==> src/rtl/phit_injector_if.sv <==
// phit_injector_if: descriptor and payload-word valid/ready handshakes into the phit injector.
// Ports: i_pkt_valid/o_pkt_ready with i_pkt_route, i_pkt_len; i_word_valid/o_word_ready with i_word.
interface phit_injector_if #(
    parameter int ROUTE_W   = 6,
    parameter int PAYLOAD_W = 10,
    parameter int LEN_W     = 5
);
    logic                 i_pkt_valid;
    logic                 o_pkt_ready;
    logic [ROUTE_W-1:0]   i_pkt_route;
    logic [LEN_W-1:0]     i_pkt_len;
    logic                 i_word_valid;
    logic                 o_word_ready;
    logic [PAYLOAD_W-1:0] i_word;

    modport master (
        output i_pkt_valid, i_pkt_route, i_pkt_len, i_word_valid, i_word,
        input  o_pkt_ready, o_word_ready
    );

    modport slave (
        input  i_pkt_valid, i_pkt_route, i_pkt_len, i_word_valid, i_word,
        output o_pkt_ready, o_word_ready
    );
endinterface

==> src/rtl/phit_injector.sv <==
// phit_injector: store-and-forward source that emits contiguous head/body/tail phit trains.
// Ports: i_clk, i_rst (async active-low), bus (descriptor/word handshakes),
//        o_phit (registered phit or idle), o_busy, o_err (illegal-length pulse), o_pkt_sent (packet count).
module phit_injector #(
    parameter int PHIT_W    = 18,
    parameter int PAYLOAD_W = 10,
    parameter int ROUTE_W   = 6,
    parameter int MAX_LEN   = 16,
    parameter int GAP       = 1
) (
    input  logic              i_clk,
    input  logic              i_rst,
    phit_injector_if.slave    bus,
    output logic [PHIT_W-1:0] o_phit,
    output logic              o_busy,
    output logic              o_err,
    output logic [15:0]       o_pkt_sent
);
    localparam int LW = 5;
    localparam int AW = $clog2(MAX_LEN);
    localparam int GW = (GAP > 0) ? $clog2(GAP + 1) : 1;

    typedef enum logic [1:0] {S_IDLE, S_LOAD, S_SEND, S_GAP} state_t;

    state_t               state_q;
    logic [ROUTE_W-1:0]   route_q;
    logic [LW-1:0]        len_q;
    logic [LW-1:0]        idx_q;
    logic [GW-1:0]        gap_q;
    logic                 stg_vld_q;
    logic [1:0]           stg_kind_q;
    logic [PAYLOAD_W-1:0] stg_word_q;
    logic [PHIT_W-1:0]    phit_q;
    logic                 err_q;
    logic [15:0]          sent_q;
    logic [PAYLOAD_W-1:0] mem_q [MAX_LEN];

    logic                 len_ok;
    logic [1:0]           kind_d;
    logic [PHIT_W-1:0]    phit_d;

    assign len_ok = bus.i_pkt_len >= LW'(2) && bus.i_pkt_len <= LW'(MAX_LEN);
    assign kind_d = (idx_q == '0) ? 2'b10 : (idx_q == len_q - LW'(1)) ? 2'b01 : 2'b11;
    // Route only travels in the head phit; body and tail carry zeros there.
    assign phit_d = stg_vld_q ? {stg_kind_q, (stg_kind_q == 2'b10) ? route_q : ROUTE_W'(0), stg_word_q} : '0;

    assign bus.o_pkt_ready  = state_q == S_IDLE;
    assign bus.o_word_ready = state_q == S_LOAD;
    assign o_busy           = state_q != S_IDLE;
    assign o_phit           = phit_q;
    assign o_err            = err_q;
    assign o_pkt_sent       = sent_q;

    always_ff @(posedge i_clk)
        if (state_q == S_LOAD && bus.i_word_valid)
            mem_q[idx_q[AW-1:0]] <= bus.i_word;

    // SEND stages buffer word idx_q one cycle ahead of o_phit, so the head lands
    // two edges after the last word; idx_q == len_q is the edge the tail is registered.
    always_ff @(posedge i_clk or negedge i_rst) begin
        if (!i_rst) begin
            state_q    <= S_IDLE;
            route_q    <= '0;
            len_q      <= '0;
            idx_q      <= '0;
            gap_q      <= '0;
            stg_vld_q  <= 1'b0;
            stg_kind_q <= '0;
            stg_word_q <= '0;
            phit_q     <= '0;
            err_q      <= 1'b0;
            sent_q     <= '0;
        end else begin
            err_q     <= 1'b0;
            stg_vld_q <= 1'b0;
            phit_q    <= phit_d;
            case (state_q)
                S_IDLE:
                    if (bus.i_pkt_valid) begin
                        route_q <= bus.i_pkt_route;
                        len_q   <= bus.i_pkt_len;
                        idx_q   <= '0;
                        if (len_ok) state_q <= S_LOAD;
                        else err_q <= 1'b1;
                    end
                S_LOAD:
                    if (bus.i_word_valid) begin
                        idx_q <= idx_q + LW'(1);
                        if (idx_q == len_q - LW'(1)) begin
                            idx_q   <= '0;
                            state_q <= S_SEND;
                        end
                    end
                S_SEND:
                    if (idx_q != len_q) begin
                        stg_vld_q  <= 1'b1;
                        stg_kind_q <= kind_d;
                        stg_word_q <= mem_q[idx_q[AW-1:0]];
                        idx_q      <= idx_q + LW'(1);
                    end else begin
                        sent_q  <= sent_q + 16'd1;
                        gap_q   <= GW'(GAP);
                        state_q <= (GAP == 0) ? S_IDLE : S_GAP;
                    end
                S_GAP: begin
                    gap_q <= gap_q - GW'(1);
                    if (gap_q == GW'(1)) state_q <= S_IDLE;
                end
                default: state_q <= S_IDLE;
            endcase
        end
    end
endmodule

==> src/flat_wrapper.sv <==
// flat-port wrapper written by rule: the top's interface ports become plain ports
module phit_injector_flat 
#(
    parameter int PHIT_W    = 18,
    parameter int PAYLOAD_W = 10,
    parameter int ROUTE_W   = 6,
    parameter int MAX_LEN   = 16,
    parameter int GAP       = 1
)
  (i_clk, i_rst, o_phit, o_busy, o_err, o_pkt_sent, bus_i_pkt_valid, bus_i_pkt_route, bus_i_pkt_len, bus_i_word_valid, bus_i_word, bus_o_pkt_ready, bus_o_word_ready);
  phit_injector_if #(.ROUTE_W(ROUTE_W), .PAYLOAD_W(PAYLOAD_W)) bus_i ();
  input  logic i_clk;
  input  logic i_rst;
  output logic [PHIT_W-1:0] o_phit;
  output logic o_busy;
  output logic o_err;
  output logic [15:0] o_pkt_sent;
  input wire logic [$bits(bus_i.i_pkt_valid)-1:0] bus_i_pkt_valid;
  input wire logic [$bits(bus_i.i_pkt_route)-1:0] bus_i_pkt_route;
  input wire logic [$bits(bus_i.i_pkt_len)-1:0] bus_i_pkt_len;
  input wire logic [$bits(bus_i.i_word_valid)-1:0] bus_i_word_valid;
  input wire logic [$bits(bus_i.i_word)-1:0] bus_i_word;
  output wire logic [$bits(bus_i.o_pkt_ready)-1:0] bus_o_pkt_ready;
  output wire logic [$bits(bus_i.o_word_ready)-1:0] bus_o_word_ready;
  assign bus_i.i_pkt_valid = bus_i_pkt_valid;
  assign bus_i.i_pkt_route = bus_i_pkt_route;
  assign bus_i.i_pkt_len = bus_i_pkt_len;
  assign bus_i.i_word_valid = bus_i_word_valid;
  assign bus_i.i_word = bus_i_word;
  assign bus_o_pkt_ready = bus_i.o_pkt_ready;
  assign bus_o_word_ready = bus_i.o_word_ready;
  phit_injector #(.PHIT_W(PHIT_W), .PAYLOAD_W(PAYLOAD_W), .ROUTE_W(ROUTE_W), .MAX_LEN(MAX_LEN), .GAP(GAP)) u_core (.i_clk(i_clk), .i_rst(i_rst), .bus(bus_i), .o_phit(o_phit), .o_busy(o_busy), .o_err(o_err), .o_pkt_sent(o_pkt_sent));
endmodule
==> config.mk <==
export PLATFORM = sky130hd
export DESIGN_NAME = phit_injector_flat
export DESIGN_NICKNAME = d
export VERILOG_FILES = /design/src/rtl/phit_injector_if.sv /design/src/rtl/phit_injector.sv /design/src/flat_wrapper.sv
export SDC_FILE = /design/constraint.sdc
export NUM_CORES = 1
export LEC_CHECK = 0
export BUFFER_PORTS_ARGS = -buffer_cell sky130_fd_sc_hd__buf_2
export CORE_ASPECT_RATIO = 0.75
export CORE_MARGIN = 2
export CORE_UTILIZATION = 54
export CTS_CLUSTER_DIAMETER = 120
export CTS_CLUSTER_SIZE = 20
export DETAILED_ROUTE_END_ITERATION = 16
export PLACE_DENSITY_LB_ADDON = 0.25
export SETUP_SLACK_MARGIN = 0.15
export SLEW_MARGIN = 20
export SYNTH_ARGS = -nofsm -noshare
export SYNTH_HDL_FRONTEND = slang
export SYNTH_SLANG_ARGS = --single-unit
==> constraint.sdc <==
create_clock -name i_clk -period 2.35 [get_ports i_clk]
set_input_delay 0.47 -clock i_clk [delete_from_list [all_inputs] [get_ports i_clk]]
set_output_delay 0.47 -clock i_clk [all_outputs]
set_load 0.02 [all_outputs]
==> run summary <==
The run finished with clean final reports. The critical path class is reg2reg. The worst setup skew after layout came out at 0.02310 ns.

A synthesized cell averages between 15 and 20 µm². For this run, the register share of the synthesized area comes to 0.7054. The relative slew slack is 0.5888. Entering global routing, the biggest net connects 32 pins. The static power due to leakage came out at about 4 nW. In this run the count of I/O pins placed on the die edge is between 60 and 70. Of the post-synthesis cell area, the dominant cell type holds 0.5229.

The area used by sequential logic in the layout came out at about 0.0065 mm². The DRC violation total after the first TritonRoute iteration came out at 541. In the final layout, the multi-input gates occupy about 0.0025 mm². The die is ~120 µm tall. The number of nets in the synthesized netlist is 524. The number of hold buffers added after cts is 0. The detailed-routed wire length on met3 came out at ~1.2 mm. The area of the mapped netlist is a little over 0.009 mm².

The number of diodes added for antenna fixing came out at 0. The highest layer touched by signal routing is met4. The element type at the critical path start is a flip-flop. The share of final-layout standard cells stronger than drive strength 1 came out at 0.3049.

The measured slew at the worst slew-check pin is between 0.6 and 0.7 ns. The floorplan step defined a core boundary enclosing approximately 0.017 mm². The post-CTS clock slew at the launch and capture registers of the worst setup and hold paths is ~0.09 ns. The number of nets in the finished design is 625. The clock passes through at most 3 buffers.

The delay contributed by the slowest stage of the critical path came out at roughly 0.60 ns. The highest achievable clock rate is roughly 460 MHz. The width of the die is 154.6 µm. The total detailed-routing wirelength came out at 17.79 mm.

The number of global-route vias before repair came out at roughly 4500. Sorting the synthesized cells by area gives the leading types as sky130_fd_sc_hd__edfxtp_1 52%, sky130_fd_sc_hd__dfrtp_1 18%, sky130_fd_sc_hd__mux4_1 7.4%, sky130_fd_sc_hd__mux4_2 5.9%, sky130_fd_sc_hd__mux2_4 1.6%. By instance count, the leading cell after synthesis is sky130_fd_sc_hd__edfxtp_1. The count of input and output buffers came out at 62.

The final cycle utilization of the critical path is 0.9182. In this run the clock root is driven by a sky130_fd_sc_hd__clkbuf_16. The async set-reset flop share out of synthesis is 0.2952.

Synthesis inferred between 200 and 250 register bits. The number of detailed-routing iterations run before antenna repair is 5. The sum of buffers and inverters on the critical path is 1. The via total after detailed routing is around 4800. The minimum clock period is 2.158 ns. The worst hold path class is in2async. The HPWL after detailed placement is ~12 mm. The initial core utilization came out at 0.5494.

At the placement stage, the worst setup path has a slack of 0.2082 ns. The number of H-tree branching levels is 1. STA classifies the critical path endpoint as a flip-flop. The final number of hold-violating endpoints came out at 0. Counting instances in the post-synthesis netlist gives the leading cell types as 160 x sky130_fd_sc_hd__edfxtp_1, 67 x sky130_fd_sc_hd__dfrtp_1, 26 x sky130_fd_sc_hd__mux4_1. The clock latency of the later-clocked register in the worst-skew pair is 0.48 ns. The floorplan step defined a die boundary enclosing about 0.018 mm².

Setup violations remaining at the end of the flow were counted as 0. For this run the aggregate overflow at the end of global routing stands at 0. The average wire per cell in the routed design is roughly 22 µm. The TritonCTS buffer count came out at 15.

The floorplan has slightly above 40 rows. The CTS tree is built. The number of different library cells used by synthesis comes to between 40 and 50. The final-layout fill cell count is about 1200. The synthesized design contains 160 enable-type register cells. Traced cell by cell, the critical path runs through buf_12 -> mux4_1 -> mux4_2 -> mux2_4.

The number of antenna violations at the first check in global routing is 0. After detailed routing, the number of vias per cell comes to between 5 and 6. The area growth from synthesis to layout is 14.05%. The routed wire length on met2 came out at approximately 8.2 mm. The number of sinks driven by the clock tree is around 230.

The sum of negative setup slack is 0 ns. The final worst slack is ~0.19 ns. The global-route wire length before repair is 26.83 mm. The final routed DRC violation total is 0. The required time at the worst-slack endpoint is 2.72 ns. The slowest stage of the critical path is the sky130_fd_sc_hd__mux4_1 cell. Summed over all instances, the cell type with the most area after synthesis is sky130_fd_sc_hd__edfxtp_1. The weighted congestion reported at the end of routability-driven placement came out at 0.8231. The detailed router put a total of roughly 8.1 mm of wire on met1. The kind of cell with the highest combined delay along the critical path is multiplexers. The data arrival time of the critical path came out at 2.53 ns. Yosys printed 0 warnings. The count of pins over their slew limit was 0.

In this run the remaining antenna-violating nets after routing total 0. The biggest fanout along the worst timing path came out at 18. The overall global routing resource usage is 0.1995. Setup repair after global routing could not meet its margin everywhere. Across the run, the number of max-cap violations was 0. Across the VDD grid, the largest voltage drop is roughly 0.51 mV. The most used flip-flop cell after synthesis is sky130_fd_sc_hd__edfxtp_1. In the synthesized netlist, the number of instances is about 490. The power per standard cell area came out at 965.5 mW/mm².
==> cell usage in the layout (no fill, tap or decap), drive strengths merged <==
| cell type | count |
|---|---|
| a211o | 2 |
| a211oi | 2 |
| a21o | 2 |
| a21oi | 1 |
| a22o | 2 |
| a311o | 1 |
| a31oi | 2 |
| and2 | 20 |
| and3 | 4 |
| and4 | 1 |
| buf | 106 |
| clkbuf | 25 |
| clkinv | 1 |
| dfrtp | 67 |
| edfxtp | 160 |
| ha | 11 |
| inv | 13 |
| mux2 | 23 |
| mux2i | 1 |
| mux4 | 50 |
| nand2 | 21 |
| nand2b | 2 |
| nand3 | 11 |
| nand3b | 1 |
| nand4 | 5 |
| nor2 | 17 |
| nor2b | 1 |
| nor3 | 9 |
| nor4 | 2 |
| nor4b | 1 |
| nor4bb | 1 |
| o211ai | 1 |
| o21ai | 5 |
| o22ai | 2 |
| o311ai | 1 |
| xnor2 | 15 |
| xor2 | 8 |
==> cell families after synthesis <==
logic type / Yosys count / share of synthesized area
DFF: 227 / 0.7054
muxes: 74 / 0.1666
and+or+nand+nor: 96 / 0.05434
adders and majority gates: 11 / 0.01498
AOI/OAI and AO/OA: 21 / 0.01593
xor gates and xnor gates: 23 / 0.02193
buffers and inverters: 36 / 0.02083
==> power breakdown <==
group	leakage, nW	internal, W	total (W)	switching [W]
Combinational	1.50	0.00132	0.00265	0.00133
Sequential	2.31	0.00469	0.00498	0.000288
Clock	0.202	0.00121	0.00248	0.00127
==> flip-flops by register name, indices dropped and copies added (netlist names), 2 cells and up <==
| signal | count |
|---|---|
| u_core.idx_q | 5 |
| u_core.len_q | 5 |
| u_core.mem_q | 160 |
| u_core.o_phit | 18 |
| u_core.o_pkt_sent | 16 |
| u_core.route_q | 6 |
| u_core.state_q | 2 |
| u_core.stg_kind_q | 2 |
| u_core.stg_word_q | 10 |
==> path summary, 6_finish.rpt <==
| kind | start | to | slack [ns] | cells past startpoint |
|---|---|---|---|---|
| worst max-delay path | u_core.idx_q[0]$_DFFE_PN0P_ | u_core.stg_word_q[0]$_DFFE_PN0P_ | 0.19 | 4 |
| worst min-delay path | i_rst | u_core.route_q[2]$_DFFE_PN0P_ | 0.0007 | 1 |
| worst max register to register | u_core.idx_q[0]$_DFFE_PN0P_ | u_core.stg_word_q[0]$_DFFE_PN0P_ | 0.19 | 4 |
| worst min register to register | u_core.route_q[0]$_DFFE_PN0P_ | u_core.o_phit[10]$_DFF_PN0_ | 0.47 | 1 |
| max in group asynchronous | i_rst | u_core.len_q[4]$_DFFE_PN0P_ | 1.72 | 2 |
| min in group i_clk | bus_i_pkt_route[5] | u_core.route_q[5]$_DFFE_PN0P_ | 0.23 | 2 |
==> through the flow <==
step	std cells	power [W]	utilization	hold slack (ns)	instance area [µm²]
finish	812	0.01012	0.6266	0.0007355	10480
global route	812	0.01058	0.6266	0.03190	10480
CTS	809	0.01013	0.6233	0.006184	10420
detailed placement	784	0.007673	0.5979	0.4576	9998
global placement	784	0.007577	0.5979	0.4494	9998
floorplan	488	0.006940	-	0.1744	9208
==> timing repair <==
action / CTS / global route
resized for setup: 0 / 6
endpoints found under the hold margin: 0 / 0
setup buffers: 0 / 2
setup endpoints to repair: 0 / 42
==> layout make-up <==
class	instances	area share
flip-flops and latches	227	0.6186
multi-input cells	225	0.2430
repair buffers	107	0.06746
clock buffers	24	0.03904
well taps	215	0.02567
inverters	13	0.004657
clock inverters	1	0.001552
==> worst register-to-register path: stages, from the launching register on <==
cell and delay, ns:
sky130_fd_sc_hd__dfrtp_2 0.45, sky130_fd_sc_hd__buf_12 0.20, sky130_fd_sc_hd__mux4_1 0.62, sky130_fd_sc_hd__mux4_2 0.51
sky130_fd_sc_hd__mux2_4 0.27
==> layer usage <==
layer | vias to the layer above | global-route usage
met2 | 179 | 0.3137
met4 | 0 | 0.04444
met3 | 24 | 0.03130
met5 | - | 0.002646
li1 | 2105 | -
met1 | 2443 | 0.3026
Power figures use the tool's default switching activity.
